--- src/rtl/memory_access_stage_if.sv ---
// Bundles the execute-side inputs, the data-memory req/ack bus and the write-back outputs
// of the memory access stage.
interface memory_access_stage_if #(
  parameter int DATA_WIDTH = 32,
  parameter int REG_ADDR   = 5
);
  logic                  validIn;
  logic [DATA_WIDTH-1:0] ALUResult;
  logic [DATA_WIDTH-1:0] writeData;
  logic                  memRead;
  logic                  memWrite;
  logic                  memToReg;
  logic                  regWrite;
  logic [REG_ADDR-1:0]   writeRegister;
  logic                  stall;
  logic                  memReq;
  logic                  memWe;
  logic [DATA_WIDTH-1:0] memAddr;
  logic [DATA_WIDTH-1:0] memWdata;
  logic                  memAck;
  logic [DATA_WIDTH-1:0] memRdata;
  logic                  validOut;
  logic [DATA_WIDTH-1:0] writeBackData;
  logic                  regWriteOut;
  logic [REG_ADDR-1:0]   writeRegisterOut;
  logic                  misaligned;
  logic                  memTimeout;

  // master: the surroundings (execute stage, data memory, write-back consumer)
  modport master (
    output validIn, ALUResult, writeData, memRead, memWrite, memToReg, regWrite,
           writeRegister, memAck, memRdata,
    input  stall, memReq, memWe, memAddr, memWdata, validOut, writeBackData,
           regWriteOut, writeRegisterOut, misaligned, memTimeout
  );

  // slave: the memory access stage itself
  modport slave (
    input  validIn, ALUResult, writeData, memRead, memWrite, memToReg, regWrite,
           writeRegister, memAck, memRdata,
    output stall, memReq, memWe, memAddr, memWdata, validOut, writeBackData,
           regWriteOut, writeRegisterOut, misaligned, memTimeout
  );
endinterface

--- src/rtl/memory_access_stage.sv ---
// Memory access pipeline stage: passes ALU results through, or runs one req/ack data-memory
// access at a time with alignment check and a bounded wait, stalling upstream meanwhile.
module memory_access_stage #(
  parameter int DATA_WIDTH = 32,
  parameter int REG_ADDR   = 5,
  parameter int TIMEOUT    = 255
) (
  input logic                  clock,
  input logic                  reset,
  memory_access_stage_if.slave bus
);
  localparam logic [7:0] TIMEOUT_LAST = 8'(TIMEOUT - 1);

  typedef enum logic {IDLE = 1'b0, ACCESS = 1'b1} state_t;

  state_t                state_reg;
  logic [7:0]            cnt_reg;
  logic                  req_reg;
  logic                  we_reg;
  logic                  load_sel_reg;
  logic                  regwrite_lat_reg;
  logic [DATA_WIDTH-1:0] addr_reg;
  logic [DATA_WIDTH-1:0] wdata_reg;
  logic [REG_ADDR-1:0]   rd_lat_reg;
  logic                  valid_out_reg;
  logic [DATA_WIDTH-1:0] wb_data_reg;
  logic                  regwrite_out_reg;
  logic [REG_ADDR-1:0]   rd_out_reg;
  logic                  misaligned_reg;
  logic                  timeout_reg;

  logic                  mem_op;
  logic                  aligned;
  logic                  accept;
  logic                  timeout_hit;
  logic [DATA_WIDTH-1:0] ack_data;

  assign mem_op      = bus.memRead | bus.memWrite;
  assign aligned     = (bus.ALUResult[1:0] == 2'b00);
  assign accept      = (state_reg == IDLE) & bus.validIn & mem_op & aligned;
  assign timeout_hit = (cnt_reg == TIMEOUT_LAST);

  assign bus.stall = (state_reg == ACCESS) | accept;

  // Load data is taken straight from the bus in the ack cycle; stores and non-memToReg
  // loads write back the access address instead.
  generate
    for (genvar gi = 0; gi < DATA_WIDTH; gi++) begin : g_ack_sel
      assign ack_data[gi] = load_sel_reg ? bus.memRdata[gi] : addr_reg[gi];
    end
  endgenerate

  always_ff @(posedge clock or negedge reset) begin
    if (!reset) begin
      state_reg        <= IDLE;
      cnt_reg          <= 8'd0;
      req_reg          <= 1'b0;
      we_reg           <= 1'b0;
      load_sel_reg     <= 1'b0;
      regwrite_lat_reg <= 1'b0;
      addr_reg         <= '0;
      wdata_reg        <= '0;
      rd_lat_reg       <= '0;
      valid_out_reg    <= 1'b0;
      wb_data_reg      <= '0;
      regwrite_out_reg <= 1'b0;
      rd_out_reg       <= '0;
      misaligned_reg   <= 1'b0;
      timeout_reg      <= 1'b0;
    end else begin
      valid_out_reg  <= 1'b0;
      misaligned_reg <= 1'b0;
      timeout_reg    <= 1'b0;
      if (state_reg == IDLE) begin
        if (bus.validIn && !mem_op) begin
          valid_out_reg    <= 1'b1;
          wb_data_reg      <= bus.ALUResult;
          regwrite_out_reg <= bus.regWrite;
          rd_out_reg       <= bus.writeRegister;
        end else if (bus.validIn && !aligned) begin
          valid_out_reg    <= 1'b1;
          wb_data_reg      <= bus.ALUResult;
          regwrite_out_reg <= 1'b0;
          rd_out_reg       <= bus.writeRegister;
          misaligned_reg   <= 1'b1;
        end else if (accept) begin
          state_reg        <= ACCESS;
          cnt_reg          <= 8'd0;
          req_reg          <= 1'b1;
          we_reg           <= bus.memWrite;
          load_sel_reg     <= bus.memRead & ~bus.memWrite & bus.memToReg;
          regwrite_lat_reg <= bus.regWrite;
          addr_reg         <= bus.ALUResult;
          wdata_reg        <= bus.writeData;
          rd_lat_reg       <= bus.writeRegister;
        end
      end else begin
        cnt_reg <= cnt_reg + 8'd1;
        // An ack arriving in the last allowed cycle still wins over the timeout.
        if (bus.memAck) begin
          state_reg        <= IDLE;
          req_reg          <= 1'b0;
          valid_out_reg    <= 1'b1;
          wb_data_reg      <= ack_data;
          regwrite_out_reg <= regwrite_lat_reg;
          rd_out_reg       <= rd_lat_reg;
        end else if (timeout_hit) begin
          state_reg        <= IDLE;
          req_reg          <= 1'b0;
          valid_out_reg    <= 1'b1;
          wb_data_reg      <= addr_reg;
          regwrite_out_reg <= 1'b0;
          rd_out_reg       <= rd_lat_reg;
          timeout_reg      <= 1'b1;
        end
      end
    end
  end

  assign bus.memReq           = req_reg;
  assign bus.memWe            = we_reg;
  assign bus.memAddr          = addr_reg;
  assign bus.memWdata         = wdata_reg;
  assign bus.validOut         = valid_out_reg;
  assign bus.writeBackData    = wb_data_reg;
  assign bus.regWriteOut      = regwrite_out_reg;
  assign bus.writeRegisterOut = rd_out_reg;
  assign bus.misaligned       = misaligned_reg;
  assign bus.memTimeout       = timeout_reg;
endmodule

--- src/flat_wrapper.sv ---
// flat-port wrapper written by rule: the top's interface ports become plain ports
module memory_access_stage_flat 
#(
  parameter int DATA_WIDTH = 32,
  parameter int REG_ADDR   = 5,
  parameter int TIMEOUT    = 255
)
  (clock, reset, bus_validIn, bus_ALUResult, bus_writeData, bus_memRead, bus_memWrite, bus_memToReg, bus_regWrite, bus_writeRegister, bus_memAck, bus_memRdata, bus_stall, bus_memReq, bus_memWe, bus_memAddr, bus_memWdata, bus_validOut, bus_writeBackData, bus_regWriteOut, bus_writeRegisterOut, bus_misaligned, bus_memTimeout);
  memory_access_stage_if #(.DATA_WIDTH(DATA_WIDTH), .REG_ADDR(REG_ADDR)) bus_i ();
  input logic clock;
  input logic reset;
  input wire logic [$bits(bus_i.validIn)-1:0] bus_validIn;
  input wire logic [$bits(bus_i.ALUResult)-1:0] bus_ALUResult;
  input wire logic [$bits(bus_i.writeData)-1:0] bus_writeData;
  input wire logic [$bits(bus_i.memRead)-1:0] bus_memRead;
  input wire logic [$bits(bus_i.memWrite)-1:0] bus_memWrite;
  input wire logic [$bits(bus_i.memToReg)-1:0] bus_memToReg;
  input wire logic [$bits(bus_i.regWrite)-1:0] bus_regWrite;
  input wire logic [$bits(bus_i.writeRegister)-1:0] bus_writeRegister;
  input wire logic [$bits(bus_i.memAck)-1:0] bus_memAck;
  input wire logic [$bits(bus_i.memRdata)-1:0] bus_memRdata;
  output wire logic [$bits(bus_i.stall)-1:0] bus_stall;
  output wire logic [$bits(bus_i.memReq)-1:0] bus_memReq;
  output wire logic [$bits(bus_i.memWe)-1:0] bus_memWe;
  output wire logic [$bits(bus_i.memAddr)-1:0] bus_memAddr;
  output wire logic [$bits(bus_i.memWdata)-1:0] bus_memWdata;
  output wire logic [$bits(bus_i.validOut)-1:0] bus_validOut;
  output wire logic [$bits(bus_i.writeBackData)-1:0] bus_writeBackData;
  output wire logic [$bits(bus_i.regWriteOut)-1:0] bus_regWriteOut;
  output wire logic [$bits(bus_i.writeRegisterOut)-1:0] bus_writeRegisterOut;
  output wire logic [$bits(bus_i.misaligned)-1:0] bus_misaligned;
  output wire logic [$bits(bus_i.memTimeout)-1:0] bus_memTimeout;
  assign bus_i.validIn = bus_validIn;
  assign bus_i.ALUResult = bus_ALUResult;
  assign bus_i.writeData = bus_writeData;
  assign bus_i.memRead = bus_memRead;
  assign bus_i.memWrite = bus_memWrite;
  assign bus_i.memToReg = bus_memToReg;
  assign bus_i.regWrite = bus_regWrite;
  assign bus_i.writeRegister = bus_writeRegister;
  assign bus_i.memAck = bus_memAck;
  assign bus_i.memRdata = bus_memRdata;
  assign bus_stall = bus_i.stall;
  assign bus_memReq = bus_i.memReq;
  assign bus_memWe = bus_i.memWe;
  assign bus_memAddr = bus_i.memAddr;
  assign bus_memWdata = bus_i.memWdata;
  assign bus_validOut = bus_i.validOut;
  assign bus_writeBackData = bus_i.writeBackData;
  assign bus_regWriteOut = bus_i.regWriteOut;
  assign bus_writeRegisterOut = bus_i.writeRegisterOut;
  assign bus_misaligned = bus_i.misaligned;
  assign bus_memTimeout = bus_i.memTimeout;
  memory_access_stage #(.DATA_WIDTH(DATA_WIDTH), .REG_ADDR(REG_ADDR), .TIMEOUT(TIMEOUT)) u_core (.clock(clock), .reset(reset), .bus(bus_i));
endmodule
--- config.mk ---
export PLATFORM = sky130hd
export DESIGN_NAME = memory_access_stage_flat
export DESIGN_NICKNAME = d
export VERILOG_FILES = /design/src/rtl/memory_access_stage_if.sv /design/src/rtl/memory_access_stage.sv /design/src/flat_wrapper.sv
export SDC_FILE = /design/constraint.sdc
export NUM_CORES = 1
export LEC_CHECK = 0
export CAP_MARGIN = 10
export CORE_UTILIZATION = 39
export CTS_CLUSTER_DIAMETER = 150
export DETAILED_ROUTE_END_ITERATION = 6
export HOLD_SLACK_MARGIN = 0.02
export PLACE_DENSITY = 0.85
export SYNTH_ARGS = -nofsm -noshare
export SYNTH_HDL_FRONTEND = slang
export SYNTH_SLANG_ARGS = --single-unit
--- constraint.sdc ---
create_clock -name clock -period 1.66 [get_ports clock]
set_input_delay 0.332 -clock clock [delete_from_list [all_inputs] [get_ports clock]]
set_output_delay 0.332 -clock clock [all_outputs]
set_load 0.1 [all_outputs]
---- Yosys cells after proc, flatten, opt, wreduce, memory -nomap -nowiden ----
Cells that the tools add are included.
word-level totals
  flip-flop bits (word level) ............. 123
  input bits .............................. 109
  output and inout port bits .............. 108
  logic and storage cells ................. 113
cells by class
  $add $sub $neg .......................... 1
  eq/ne operators ......................... 4
  muxes and demuxes ....................... 71
  bitwise operators ....................... 11
  reduce and logical (&&, ||, !) cells .... 11
operator list
  operator                                               number
  2-to-1 mux 32 bit                                      5
  2-to-1 mux 1 bit                                       57
  2-to-1 mux 8 bit                                       4
  2-to-1 mux 5 bit                                       5
  adder 8 x 1 -> 8 bit, second input constant            1
  equality test 8 bit, second input constant             1
  AND reduction 4 bit                                    2
  bitwise AND 1 bit                                      5
  inequality test 2 x 1 -> 1 bit, second input constant  2
  NOT 1 bit                                              4
  inequality test 3 bit, second input constant           1
  AND reduction 3 bit                                    1
  nonzero test 3 bit                                     1
  logical AND 1 bit                                      2
  zero test 1 bit                                        2
  zero test 2 bit                                        1
  OR 1 bit                                               2
  AND reduction 2 bit                                    1
  nonzero test 2 bit                                     1

---- Depth between registers and ports, before layout ----
  depth after elaboration ................. 8
  gate-level depth with buffers ........... 7
  depth with buffers taken out ............ 5

---- Least setup slack after synthesis ----
No wires, ideal clock.
  path type ............................... reg-to-output
  start ................................... register u_core.state_reg
  end ..................................... output bus_stall
  arrival time ............................ 1.803 ns
  data required time ...................... 1.328 ns
  slack ................................... -0.475 ns
  cell stages (with the launch flop) ...... 7
  path buffers ............................ 3
  cells stage by stage .................... dfrtp_1 > buf_2 > nor2b_1 > nand3b_1 > buf_2 > buf_1 > nand2_1
between the ends
  word-level cells in the longest chain between the ends .. 5
ends and longest elaborated chain
  item                            RTL line                    RTL
  start, declared                 memory_access_stage.sv:16   state_t state_reg;
  start signal, assigned          memory_access_stage.sv:55   state_reg <= IDLE;
  start signal, assigned          memory_access_stage.sv:87   state_reg <= ACCESS;
  start signal, assigned          memory_access_stage.sv:101  state_reg <= IDLE;
  NOT 1 bit (no line)             --
  bitwise AND 1 bit (3 in a row)  memory_access_stage.sv:40   assign accept = (state_reg == IDLE) & bus.validIn & mem_op & aligned;
  OR 1 bit (*)                    memory_access_stage.sv:43   assign bus.stall = (state_reg == ACCESS) | accept;
  end, declared                   flat_wrapper.sv:22          output wire logic [$bits(bus_i.stall)-1:0] bus_stall;
Mark *: on every way between the ends. The rest lies on a longest branch, timed or not.

---- Worst setup path in the final report ----
  start ................................... register u_core.cnt_reg[4]
  end ..................................... register u_core.wb_data_reg[19] (netlist: u_core.bus.writeBackData[19])
between the ends
  word-level cells in the longest chain between the ends .. 3
ends and longest elaborated chain
  item                             RTL line                    RTL
  start, declared                  memory_access_stage.sv:17   logic [7:0] cnt_reg;
  start signal, assigned           memory_access_stage.sv:98   cnt_reg <= cnt_reg + 8'd1;
  equality test 8 bit              memory_access_stage.sv:41   assign timeout_hit = (cnt_reg == TIMEOUT_LAST);
  inequality test 3 bit (no line)  --
  AND reduction 2 bit (no line)    --
  end signal, assigned             memory_access_stage.sv:77   wb_data_reg <= bus.ALUResult;
  end signal, assigned             memory_access_stage.sv:82   wb_data_reg <= bus.ALUResult;
  end signal, assigned             memory_access_stage.sv:104  wb_data_reg <= ack_data;
  end, declared                    memory_access_stage.sv:26   logic [DATA_WIDTH-1:0] wb_data_reg;
Every way passes these cells.
A chain may end at the register's enable or synchronous reset.

==> results.ini <==
[outcome]
status=finished, violations left
violations=negative setup slack

[logic_synthesis]
synth-xor-area-share=0.003209
seq_area_frac_synth=0.5638
netlist_area_sq_um=5459
yosysWarnings=0
synthMuxAreaShare=0.2986
yosys.area_share.simple=0.05409
synth_fp_nets=521
synthCells=410
synth_compound_area_frac=0.04767
synth.distinct_cells=30
syn_avg_cell_area_sq_um=13.31
synth_top_family_by_area=multiplexers
synth-adder-area-share=0.004584
synth-seq-cells=123
synth_top_area_frac=0.5638
synth_area_leaders=dfrtp_1 (56%), mux2_2 (21%), mux2i_1 (5.9%)
yosysTopAreaCell=dfrtp_1

[flow_run]
maxCapViolCount=0

[timing]
timing.final.crit_share=1.093
fin_crit_ns=1.815
finalSetupViolCount=39
worst_slack_ns=-0.1548
worst_pin_slew_ns=0.3613
fin_worst_skew_ns=0.008551
fmax_mhz=551.0
relSlewSlack=0.7571
rsz0062_at_grt=true
setup-tns-final_ns=-3.628
drv_slew=0
hold_viol=0

[floorplanning]
die_y_um=120.3
fp-row-count=42
io_pins=217
initial_core_util=0.4058
die_area_sq_um=14470
die_w_um=120.3
core-area_sq_um=13450

[final_layout]
final_area_sq_um=10150
drive_gt1_frac=0.4593
syn_to_final_growth_pct=85.93
layout.cells.non_filler=864
insertedDiodeCount=0
fin_nets=788
final_util=0.7545

[detailed_routing]
drc=0
vias_per_cell=5.082
routed_wl_mm=16.89
route.antenna.remaining_nets=0
first_pass_iters=6
drt-wirelength-per-cell_um=19.55
drt_iter0_drc=175
num_vias=4391

[clock_network]
cts.sinks=123
path_clk_slew_ns=0.06
htreeDepth=4
root_buffer=clkbuf_16
clock_latency_ns=0.41
cts_made_buffers=17
ctsLongestPathBuffers=2
cts_tree=built

[pwr]
ir_worst_vdd_mv=0.8585
power.density_nw_per_um2=1596
p_leak_nw=4.682

[critical_path]
r2r_slack_ns=-0.15
crit_path_max_fanout=6
worstPathArrival_ns=2.10
r2r_end=u_core.bus.writeBackData[19]
worstSetupPathType=register to register
reg2reg_from=u_core.cnt_reg[4]
worstRegToRegCells=7
startpoint_type=register
end_kind=register
required_ns=1.94
startpoint=u_core.cnt_reg[4]

[grt]
grt_max_degree=50
grt_overflow=0
grt_pass1_wl_mm=25.76
grt_pass1_vias=4943
antenna_found_initial=0
track_usage=0.2335

[min_path]
hp-class=input port to async pin

[placement]
dp_hpwl_mm=11.61
dpl_cell_area_sq_um=9154
io_buffer_count=216
gp_congestion=0.7630
post-place-cells=809

cell usage in the layout, fill, tap and decap left out, types with 2 or more instances in the layout:
master / synthesis / routed
dfrtp_1: 123 / 122
buf_12: 1 / 119
clkdlybuf4s50_1: 0 / 106
mux2_2: 101 / 88
mux2i_1: 32 / 32
nor2_1: 34 / 32
a21oi_1: 32 / 32
buf_4: 2 / 32
mux2_4: 10 / 23
clkbuf_16: 0 / 20
nand2_1: 11 / 9
nand3_1: 9 / 9
o21ai_0: 7 / 7
clkinv_2: 0 / 5
buf_6: 1 / 5
clkinvlp_4: 0 / 3
o31ai_1: 3 / 3
nand4_1: 3 / 3
and2_1: 3 / 3
clkbuf_8: 0 / 3
buf_8: 0 / 3
nor2_2: 0 / 2
xnor2_1: 2 / 2
o211ai_1: 2 / 2
clkbuf_1: 5 / 2
buf_16: 0 / 2
per-layer routing:
metal  share of wire  vias up  track usage
met5               0        -            0
met4           0.024        0      0.09491
met3           0.069       33      0.07594
met2            0.54      173       0.4282
met1            0.36     2199       0.2443
li1                -     1986            -
kinds of logic after synthesis:
kind of cell	count (synthesis)
mux	144
xor+xnor	2
flops	123
fa+ha+maj	2
simple gates	66
compound gates	45
buf+inv	28
worst max-delay path by stage:
stage	to	slack (ns)
after floorplan	u_core.bus.writeBackData[12]	-0.006
after global placement	u_core.bus.writeBackData[31]	-0.34
after detailed placement	u_core.bus.memAddr[11]	-0.39
after CTS	bus_stall	-0.18
after global routing	bus_stall	-0.20
final	u_core.bus.writeBackData[19]	-0.15
cell type report:
class                      instances  area [sq um]
timing repair buffer             273          3970
sequential                       123          3079
inverter                           3         15.01
clock inverter                     8         70.07
fill                             821          3303
multi-input combinational        259          2321
clock buffer                      22         474.2
tap                              176         220.2
critical path, cell delays in order, from the launching register on:
cell,delay (ns)
dfrtp_1,0.38
and4_4,0.21
a41oi_4,0.26
mux2i_4,0.11
buf_12,0.16
buf_8,0.13
buf_16,0.14
mux2_4,0.30
timing repair:
item                                   CTS  global route
hold buffers                             1             0
buffers inserted                        12             9
gates resized for setup                 10            33
pin swaps                                0             3
setup endpoints to repair               39            93
gates cloned                             3             3
endpoints found under the hold margin    7             0
where the power goes:
part | internal [mW] | switching, mW | total, mW
clock network | 2.14 | 1.24 | 3.38
registers | 3.63 | 0.728 | 4.35
logic | 3.30 | 5.16 | 8.46
total | 9.07 | 7.13 | 16.2
stage by stage:
stage          power, mW  setup WS (ns)  hold slack [ns]
2_1_floorplan      9.079      -0.005526          0.03641
3_3_place_gp       12.39        -0.3402           0.1866
3_5_place_dp       12.59        -0.3851           0.1897
4_1_cts            16.10        -0.1792           0.3065
5_1_grt            16.67        -0.1962           0.3131
6_report           16.20        -0.1548           0.3191
synth_stat cells:
cell / n
a21oi_1: 32
a41oi_4: 1
and2_1: 3
and3_1: 1
and4_4: 1
buf_1: 3
buf_12: 1
buf_2: 13
buf_4: 2
buf_6: 1
clkbuf_1: 5
dfrtp_1: 123
ha_1: 2
inv_1: 3
mux2_2: 101
mux2_4: 10
mux2i_1: 32
mux2i_4: 1
nand2_1: 11
nand3_1: 9
nand3b_1: 1
nand4_1: 3
nor2_1: 34
nor2b_1: 1
nor3_1: 1
nor3b_1: 1
o211ai_1: 2
o21ai_0: 7
o31ai_1: 3
xnor2_1: 2
Note: power is estimated with default switching activity, not from simulation.
